$ cat src/rtl/sp_update_sequencer_if.sv
// Control bundle between the state-update sequencer and the subtractor/systolic datapath.
interface sp_update_sequencer_if;
  localparam int unsigned N_SUB = 6;

  logic [N_SUB-1:0] sub_finish;
  logic             sub_valid;
  logic             mtx_latch;
  logic             sa_load_en;
  logic             sa_enb_1;
  logic             sa_enb_2_6;
  logic             sa_enb_7_12;
  logic             xkk_capture;

  modport master (
    input  sub_finish,
    output sub_valid, mtx_latch, sa_load_en,
    output sa_enb_1, sa_enb_2_6, sa_enb_7_12, xkk_capture
  );

  modport slave (
    output sub_finish,
    input  sub_valid, mtx_latch, sa_load_en,
    input  sa_enb_1, sa_enb_2_6, sa_enb_7_12, xkk_capture
  );
endinterface

$ cat src/rtl/sp_update_sequencer.sv
// Sequencer for X_kk = X_kk1 + K_k*(Z_k - H*X_kk1): innovation subtract, latch, array load,
// latency count, capture. Abortable, with a timeout on the subtractor wait.
module sp_update_sequencer #(
  parameter int unsigned SA_LATENCY  = 12,
  parameter int unsigned SUB_TIMEOUT = 64,
  parameter int unsigned ACTIVE_COLS = 6,
  parameter int unsigned CNT_W       = 16
) (
  input  logic                     clk,
  input  logic                     rst,
  input  logic                     start,
  input  logic                     abort,
  sp_update_sequencer_if.master    dp,
  output logic                     busy,
  output logic                     sp_done,
  output logic                     timeout_err,
  output logic [CNT_W-1:0]         done_cnt
);

  localparam int unsigned TMR_W     = 8;
  localparam logic [TMR_W-1:0] WAIT_LAST = TMR_W'(SUB_TIMEOUT - 1);
  localparam logic [TMR_W-1:0] LAT_LAST  = TMR_W'(SA_LATENCY - 1);
  localparam logic ENB_1     = 1'(ACTIVE_COLS >= 1);
  localparam logic ENB_2_6   = 1'(ACTIVE_COLS >= 2);
  localparam logic ENB_7_12  = 1'(ACTIVE_COLS >= 7);

  typedef enum logic [2:0] {
    S_IDLE, S_SUB, S_LATCH, S_LOAD, S_COMP, S_CAPT, S_DONE
  } state_t;

  state_t           state, state_n;
  logic [TMR_W-1:0] wait_cnt;
  logic [TMR_W-1:0] lat_cnt;
  logic             sub_timeout;
  logic             array_on;

  // Next-state decode; abort overrides every transition out of a busy state.
  always_comb begin
    state_n     = state;
    sub_timeout = 1'b0;
    case (state)
      S_IDLE:  if (start) state_n = S_SUB;
      S_SUB: begin
        if (&dp.sub_finish) begin
          state_n = S_LATCH;
        end else if (wait_cnt == WAIT_LAST) begin
          state_n     = S_IDLE;
          sub_timeout = 1'b1;
        end
      end
      S_LATCH: state_n = S_LOAD;
      S_LOAD:  state_n = S_COMP;
      S_COMP:  if (lat_cnt == LAT_LAST) state_n = S_CAPT;
      S_CAPT:  state_n = S_DONE;
      S_DONE:  state_n = S_IDLE;
      default: state_n = S_IDLE;
    endcase
    if (abort && (state != S_IDLE)) begin
      state_n     = S_IDLE;
      sub_timeout = 1'b0;
    end
    array_on = (state_n == S_LOAD) || (state_n == S_COMP);
  end

  // State, counters and Moore outputs decoded from the next state.
  always_ff @(posedge clk) begin
    if (rst) begin
      state          <= S_IDLE;
      wait_cnt       <= '0;
      lat_cnt        <= '0;
      timeout_err    <= 1'b0;
      done_cnt       <= '0;
      busy           <= 1'b0;
      sp_done        <= 1'b0;
      dp.sub_valid   <= 1'b0;
      dp.mtx_latch   <= 1'b0;
      dp.sa_load_en  <= 1'b0;
      dp.sa_enb_1    <= 1'b0;
      dp.sa_enb_2_6  <= 1'b0;
      dp.sa_enb_7_12 <= 1'b0;
      dp.xkk_capture <= 1'b0;
    end else begin
      state <= state_n;

      if (state == S_IDLE)      wait_cnt <= '0;
      else if (state == S_SUB)  wait_cnt <= wait_cnt + TMR_W'(1);

      // First COMP cycle sees lat_cnt == 0, so COMP spans SA_LATENCY cycles.
      if (state == S_LOAD)      lat_cnt <= '0;
      else if (state == S_COMP) lat_cnt <= lat_cnt + TMR_W'(1);

      if ((state == S_IDLE) && start) timeout_err <= 1'b0;
      else if (sub_timeout)           timeout_err <= 1'b1;

      if ((state == S_DONE) && !abort) done_cnt <= done_cnt + CNT_W'(1);

      busy           <= (state_n != S_IDLE);
      sp_done        <= (state_n == S_DONE);
      dp.sub_valid   <= (state_n == S_SUB);
      dp.mtx_latch   <= (state_n == S_LATCH);
      dp.sa_load_en  <= (state_n == S_LOAD);
      dp.sa_enb_1    <= array_on & ENB_1;
      dp.sa_enb_2_6  <= array_on & ENB_2_6;
      dp.sa_enb_7_12 <= array_on & ENB_7_12;
      dp.xkk_capture <= (state_n == S_CAPT);
    end
  end

endmodule

$ cat src/flat_wrapper.sv
// flat-port wrapper written by rule: the top's interface ports become plain ports
module sp_update_sequencer_flat 
#(
  parameter int unsigned SA_LATENCY  = 12,
  parameter int unsigned SUB_TIMEOUT = 64,
  parameter int unsigned ACTIVE_COLS = 6,
  parameter int unsigned CNT_W       = 16
)
  (clk, rst, start, abort, busy, sp_done, timeout_err, done_cnt, dp_sub_finish, dp_sub_valid, dp_mtx_latch, dp_sa_load_en, dp_sa_enb_1, dp_sa_enb_2_6, dp_sa_enb_7_12, dp_xkk_capture);
  sp_update_sequencer_if dp_i ();
  input  logic clk;
  input  logic rst;
  input  logic start;
  input  logic abort;
  output logic busy;
  output logic sp_done;
  output logic timeout_err;
  output logic [CNT_W-1:0] done_cnt;
  input wire logic [$bits(dp_i.sub_finish)-1:0] dp_sub_finish;
  output wire logic [$bits(dp_i.sub_valid)-1:0] dp_sub_valid;
  output wire logic [$bits(dp_i.mtx_latch)-1:0] dp_mtx_latch;
  output wire logic [$bits(dp_i.sa_load_en)-1:0] dp_sa_load_en;
  output wire logic [$bits(dp_i.sa_enb_1)-1:0] dp_sa_enb_1;
  output wire logic [$bits(dp_i.sa_enb_2_6)-1:0] dp_sa_enb_2_6;
  output wire logic [$bits(dp_i.sa_enb_7_12)-1:0] dp_sa_enb_7_12;
  output wire logic [$bits(dp_i.xkk_capture)-1:0] dp_xkk_capture;
  assign dp_i.sub_finish = dp_sub_finish;
  assign dp_sub_valid = dp_i.sub_valid;
  assign dp_mtx_latch = dp_i.mtx_latch;
  assign dp_sa_load_en = dp_i.sa_load_en;
  assign dp_sa_enb_1 = dp_i.sa_enb_1;
  assign dp_sa_enb_2_6 = dp_i.sa_enb_2_6;
  assign dp_sa_enb_7_12 = dp_i.sa_enb_7_12;
  assign dp_xkk_capture = dp_i.xkk_capture;
  sp_update_sequencer #(.SA_LATENCY(SA_LATENCY), .SUB_TIMEOUT(SUB_TIMEOUT), .ACTIVE_COLS(ACTIVE_COLS), .CNT_W(CNT_W)) u_core (.clk(clk), .rst(rst), .start(start), .abort(abort), .dp(dp_i), .busy(busy), .sp_done(sp_done), .timeout_err(timeout_err), .done_cnt(done_cnt));
endmodule
$ cat config.mk
export PLATFORM = sky130hd
export DESIGN_NAME = sp_update_sequencer_flat
export DESIGN_NICKNAME = d
export VERILOG_FILES = /design/src/rtl/sp_update_sequencer_if.sv /design/src/rtl/sp_update_sequencer.sv /design/src/flat_wrapper.sv
export SDC_FILE = /design/constraint.sdc
export NUM_CORES = 1
export LEC_CHECK = 0
export CORE_MARGIN = 2
export CORE_UTILIZATION = 40
export CTS_BUF_LIST = sky130_fd_sc_hd__clkbuf_4
export DETAILED_ROUTE_END_ITERATION = 16
export PLACE_DENSITY = 0.66
export RECOVER_POWER = 100
export SYNTH_ARGS = -nofsm -noshare
export SYNTH_HDL_FRONTEND = slang
export SYNTH_SLANG_ARGS = --single-unit
$ cat constraint.sdc
create_clock -name clk -period 1.55 [get_ports clk]
set_clock_uncertainty 0.05 [all_clocks]
set_input_delay 0.465 -clock clk [delete_from_list [all_inputs] [get_ports clk]]
set_output_delay 0.465 -clock clk [all_outputs]
set_load 0.02 [all_outputs]
==> results of run 1 <==
-- sequential cells by signal (all words and copies together), names as in the netlist --
| register | flops |
|---|---|
| u_core.done_cnt | 16 |
| u_core.lat_cnt | 8 |
| u_core.wait_cnt | 8 |
| u_core.state | 3 |
| u_core.busy | 1 |
| u_core.dp.mtx_latch | 1 |
| u_core.dp.sa_enb_1 | 1 |
| u_core.dp.sa_load_en | 1 |
| u_core.dp.sub_valid | 1 |
| u_core.dp.xkk_capture | 1 |
| u_core.sp_done | 1 |
| u_core.timeout_err | 1 |
-- layout by cell type, fill, tap and decap left out, drive strengths merged, types with 3 or more instances in the layout --
cell / n
a21oi: 12
and3: 4
buf: 48
clkbuf: 29
clkdlybuf4s15: 8
clkdlybuf4s50: 7
dfxtp: 43
ha: 3
inv: 6
mux2i: 4
nand2: 18
nand2b: 3
nand3: 11
nand4: 6
nor2: 37
nor3: 9
nor4: 3
o21ai: 8
or3: 6
xnor2: 12
xor2: 10
-- report_power, final --
part	total [W]	internal, W	switching [W]
combinational	0.000184	0.0000884	0.0000958
clock	0.000898	0.000521	0.000378
sequential	0.00112	0.00111	0.00000756
-- final timing paths --
check	startpoint	to	slack [ps]	cells after the start
worst min register to register	u_core.done_cnt[8]$_SDFFE_PP0P_	u_core.done_cnt[8]$_SDFFE_PP0P_	460	2
worst min-delay path	u_core.done_cnt[8]$_SDFFE_PP0P_	u_core.done_cnt[8]$_SDFFE_PP0P_	460	2
worst max register to register	u_core.lat_cnt[2]$_SDFFE_PP0P_	u_core.sp_done$_SDFF_PP0_	-130	4
worst max-delay path	u_core.lat_cnt[2]$_SDFFE_PP0P_	u_core.sp_done$_SDFF_PP0_	-130	4
-- final cells by class --
class	count	area, sq um
Fill cell	443	1900
Multi-Input combinational cell	167	1160
Sequential cell	43	875
Timing Repair Buffer	88	641
Tap cell	67	83.8
Clock inverter	2	60.1
Clock buffer	6	45.0
Inverter	6	22.5
-- worst min-delay path, stage by stage (launching register included) --
cell and delay [ps]:
dfxtp_2 360, o21ai_0 70, a21oi_1 60
-- kinds of logic (layout without fill, tap and decap cells) --
logic type,Yosys count,count (layout)
compound gates,30,30
xor+xnor,22,22
fa+ha+maj,3,3
buf+inv,18,102
flops,43,43
mux,4,4
other cells,1,1
simple gates,107,107
-- routing by layer --
layer	global-route usage, %	vias to the layer above	share of wire (%)
li1	-	947	-
met1	21.5	887	45
met2	29.4	50	49
met3	3.88	9	3.9
met4	6.75	0	1.9
met5	0	-	0
-- per-stage QoR --
step | setup slack (ps) | hold WS (ps)
after floorplan | -32.1 | 427
after global placement | -566 | 449
after detailed placement | -629 | 458
after CTS | -110 | 460
after global routing | -158 | 473
final | -135 | 461
-- what timing repair did --
item	CTS	global route
setup buffers	3	2
gates resized for setup	70	43
pin swaps	7	5
endpoints found under the hold margin	0	0
endpoints found under the setup margin	51	42
==> impl_results.md, run 1 <==
- Outcome: finished, violations left
- Failing checks: setup timing
- Top delay family on crit path: simple AND/OR/NAND/NOR gates
- Final instance area: 2880 sq um
- CTS tree: yes
- Pwr dens: 764 nW/um^2
- Final period util: 109%
- Grt total ovfl: 0
- # IOs: 36
- Hold_buf cts: 0
- Placed Area: 2740 sq um
- Routed WL: 4720 um
- Post-Syn Instances: 228
- Post-synthesis async set-or-reset flop share: 0%
- Post-synthesis compound-gate area fraction: 9.58%
- Layout cells sized above 1: 32.4%
- Diodes inserted: 0
- Worst setup path class: reg -> reg
- DRC violations left: 0
- Routed vias: 1,893
- Post-DP HPWL: 3310 um
- Number of synthesized register bits: 43
- Die Ht: 74.9 um
- H-Tree Level Count: 2
- Final hold vios: 0
- TNS Setup: -571 ps
- RePlAce Congestion: 0.798
- Largest family of logic cells by synthesized area: simple AND/OR/NAND/NOR gates
- Vias in the first global route: 1,704
- Synth Net Count: 241
- Die Area: 5610 sq um
- Max Clock Freq: 0.594 GHz
- Initial drt markers: 74
- Tot Pwr: 0.00220 W
- Number of synthesized flops with an enable pin: 0
- Hold Path Class: reg -> reg
- Crit-path max cell delay: 550 ps
- RSZ-0062 raised after global routing: yes
- P&R area growth vs syn: 43.3%
- Leakage: 1.18 nW
- Critical Path Start Type: register
- Cell variety after synth: 45
- Area leader, netlist: dfxtp_1
- Starting Density: 42.0%
- Required time of the critical path: 1750 ps
- Adder-cell area share of the yosys netlist: 1.87%
- Core box area: 4790 sq um
- Yosys warnings: 0
- Post-route ant nets: 0
- Final Max Slew Viols: 0
- Skew-Pair Late Insertion Delay: 370 ps
- Layout Utilization: 60.2%
- Clk sinks: 43
- WP buf/inv: 0
- PnR worst setup slack: -135 ps
- Critical-path cell list: or4_4 > o41ai_4 > a21oi_4 > and3b_1
- Initial antenna violation count: 0
- Final setup vio count: 9
- Min Tclk post-route: 1680 ps
- Crit-path max FO: 7
- Port Buffers: 34
- Largest net degree at the start of global routing: 19
- Max cap viols: 0
- Root buffer cell: clkbuf_4
- Setup crit end kind: register
- Maximum clock path buffer count: 2
- Row count: 25
- Drt pass-1 iters: 4
- Total CTS buffers: 5
- Syn_area_per_cell: 8.82 sq um
- Post-Layout Cell Count: 379
- Synth top cells by count: 43 x dfxtp_1, 36 x nor2_1, 18 x nand2_1, 12 x xnor2_1
- Avg WL per Cell: 12.4 um
- Slowest CP cell: or4_4
- Most common flop cell mapped by yosys: dfxtp_1
- DR vias/cell: 4.99
- Peak supply drop: 377 uV
- Top-count cell post-synth: dfxtp_1
- Clock-pin slew on the worst setup and hold paths: 130 ps
- Crit path DAT: 1890 ps
- GR Util All Layers: 17.4%
- Top post-synthesis cells by area: dfxtp_1 43%, nor2_1 6.7%, xnor2_1 5.2%
- Multiplexer share of the synthesized area: 1.99%
- Die Width: 74.9 um
- Simple-gate share of the synthesized area: 29.4%
- First-pass GRT wire length: 7450 um
- Sequential fraction of the synthesis area: 42.8%
- Nets: 324
- Post-Synth XOR/XNOR Area: 9.58%
- Post-synth top area share: 42.8%
- Synth Cell Area: 2010 sq um
- Placed cell count: 367
(Power assumes the default switching activity.)
==> inputs of run 2 (changes only) <==
--- a/config.mk
+++ b/config.mk
@@ -11,6 +11,7 @@
 export DETAILED_ROUTE_END_ITERATION = 16
 export PLACE_DENSITY = 0.66
 export RECOVER_POWER = 100
+export REMOVE_ABC_BUFFERS = 1
 export SYNTH_ARGS = -nofsm -noshare
 export SYNTH_HDL_FRONTEND = slang
 export SYNTH_SLANG_ARGS = --single-unit
==> run 2 against run 1 <==
The run still ends with setup timing left. Combinational power increased by 2%. Worst hold slack lost 3.0 ps. Sequential share of layout area up 0.94 points. Clock power fell by 38%. Global-route usage decreased by 0.84 points. Utilization fell by 1.6 points. Worst setup slack better by 62 ps. Sequential power is essentially flat. Design area decreased by 2.7%. Critical path type unchanged. Critical endpoint is now u_core.dp.sa_enb_1$_SDFF_PP0_. Highest routed layer unchanged.
==> impl_results.md, run 2 (synthesis results as in run 1) <==
- Outcome: finished, violations left
- Failing checks: setup timing
- Die Area: 5610 sq um (unchanged)
- Routed WL: 4660 um (-1.1%)
- Leakage: 1.13 nW (-4.5%)
- Setup crit end kind: register
- Avg WL per Cell: 12.5 um (+0.18%)
- Grt total ovfl: 0 (unchanged)
- Final Max Slew Viols: 0 (unchanged)
- Most frequent cells in the layout: 43 x buf_4, 34 x nor2_1, 30 x dfxtp_1
- Max cap viols: 0 (unchanged)
- Initial antenna violation count: 0 (unchanged)
- Peak supply drop: 332 uV (-12%)
- WP buf/inv: 0 (unchanged)
- Root buffer cell: clkbuf_4
- TNS Setup: -337 ps (+234 ps)
- Port Buffers: 34 (unchanged)
- PnR worst setup slack: -73.1 ps (+61.7 ps)
- Crit path DAT: 1860 ps (-30 ps)
- Final setup vio count: 9 (unchanged)
- Placed Area: 2720 sq um (-0.82%)
- Largest register FFs: 16 (unchanged)
- Vias in the first global route: 1,658 (-2.7%)
- # IOs: 36 (unchanged)
- Final hold vios: 0 (unchanged)
- DRC violations left: 0 (unchanged)
- Required time of the critical path: 1780 ps (+30 ps)
- Top delay family on crit path: simple AND/OR/NAND/NOR gates
- Crit-path max FO: 8 (+1)
- Clock-pin slew on the worst setup and hold paths: 120 ps (about the same)
- Pwr dens: 665 nW/um^2 (-13%)
- Initial drt markers: 50 (-32%)
- GR Util All Layers: 16.6% (-0.84 points)
- Core box area: 4790 sq um (unchanged)
- Min Tclk post-route: 1620 ps (-61.7 ps)
- Clk sinks: 43 (unchanged)
- Critical-path cell list: nand4_1 > nor4b_4 > nor2_4 > a21oi_4 > mux2i_1
- RSZ-0062 raised after global routing: yes
- H-Tree Level Count: 2 (unchanged)
- Die Width: 74.9 um (unchanged)
- P&R area growth vs syn: 39.4%
- Die Ht: 74.9 um (unchanged)
- Biggest regs: u_core.done_cnt x16, u_core.lat_cnt x8, u_core.wait_cnt x8
- RePlAce Congestion: 0.833 (+4.4%)
- Worst setup path class: reg -> reg
- Drt pass-1 iters: 4 (unchanged)
- Diodes inserted: 0 (unchanged)
- Starting Density: 42.0% (unchanged)
- Skew-Pair Late Insertion Delay: 350 ps (-20 ps)
- Total CTS buffers: 5 (unchanged)
- Final period util: 105% (-4.0 points)
- Post-DP HPWL: 3380 um (+1.9%)
- Critical Path Start Type: register
- Crit-path max cell delay: 380 ps (-170 ps)
- Hold Path Class: reg -> reg
- Largest net degree at the start of global routing: 13 (-6)
- Hold_buf cts: 0 (unchanged)
- Post-route ant nets: 0 (unchanged)
- Routed vias: 1,825 (-3.6%)
- DR vias/cell: 4.88 (-2.3%)
- WHS: 458 ps (-2.98 ps)
- CTS tree: yes
- Pre-CTS setup slack: -589 ps (+39.8 ps)
- Top reg by flops: u_core.done_cnt
- Nets: 319 (-1.5%)
- First-pass GRT wire length: 7070 um (-5.1%)
- Maximum clock path buffer count: 2 (unchanged)
- Final instance area: 2800 sq um (-2.7%)
- Fillers: 452 (+2.0%)
- Max Clock Freq: 0.616 GHz (+3.8%)
- Slowest CP cell: nor4b_4
- Row count: 25 (unchanged)
- Layout cells sized above 1: 32.9% (+0.53 points)
- Leading cell type in the layout, fill and taps excluded: buf_4
[run 2: layer usage]
layer / up-vias / part of all wire [%] / global-route usage, %
met5: - / 0 / 0
met4: 0 / 1.4 / 5.95
met3: 7 / 4.1 / 3.61
met2: 42 / 49 / 28.6
met1: 841 / 46 / 20.3
li1: 935 / - / -
[run 2: worst min-delay path, delay by kind of cell (launching register included)]
kind	cells	cell delay (ps)
flip-flops	1	360
AO/OA/AOI/OAI	2	130
[run 2: through the flow]
stage,total power [W],cells,util [%]
after detailed placement,0.00133,364,56.8
after global placement,0.00133,364,56.8
after global routing,0.00194,374,58.6
after floorplan,0.00122,216,-
final,0.00186,374,58.6
after CTS,0.00189,371,59.0
[run 2: path summary, 6_finish.rpt]
kind	startpoint	endpoint	slack, ps	depth (start not counted)
hold reg to reg	u_core.done_cnt[10]$_SDFFE_PP0P_	u_core.done_cnt[10]$_SDFFE_PP0P_	460	2
setup / recovery	u_core.wait_cnt[5]$_SDFFE_PP0P_	u_core.dp.sa_enb_1$_SDFF_PP0_	-70	5
setup reg to reg	u_core.wait_cnt[5]$_SDFFE_PP0P_	u_core.dp.sa_enb_1$_SDFF_PP0_	-70	5
hold / removal	u_core.done_cnt[10]$_SDFFE_PP0P_	u_core.done_cnt[10]$_SDFFE_PP0P_	460	2
[run 2: power by group]
group	switching [W]	internal, W
sequential	0.00000512	0.00111
combinational	0.0000999	0.0000883
clock	0.000344	0.000212
[run 2: final cells by class]
class / count / area [sq um] / share of cell area [%]
clock buffers: 7 / 52.6 / 1.87
clock inverters: 1 / 5.00 / 0.178
inverters: 6 / 22.5 / 0.803
multi-input cells: 167 / 1140 / 40.7
flip-flops and latches: 43 / 877 / 31.3
well taps: 67 / 83.8 / 2.99
repair buffers: 83 / 623 / 22.2
[run 2: repair_timing]
action / in CTS / in global routing
gates cloned: 0 / 0
gates resized for setup: 72 / 39
setup endpoints to repair: 48 / 38
pin swaps: 8 / 11
setup buffers: 0 / 3
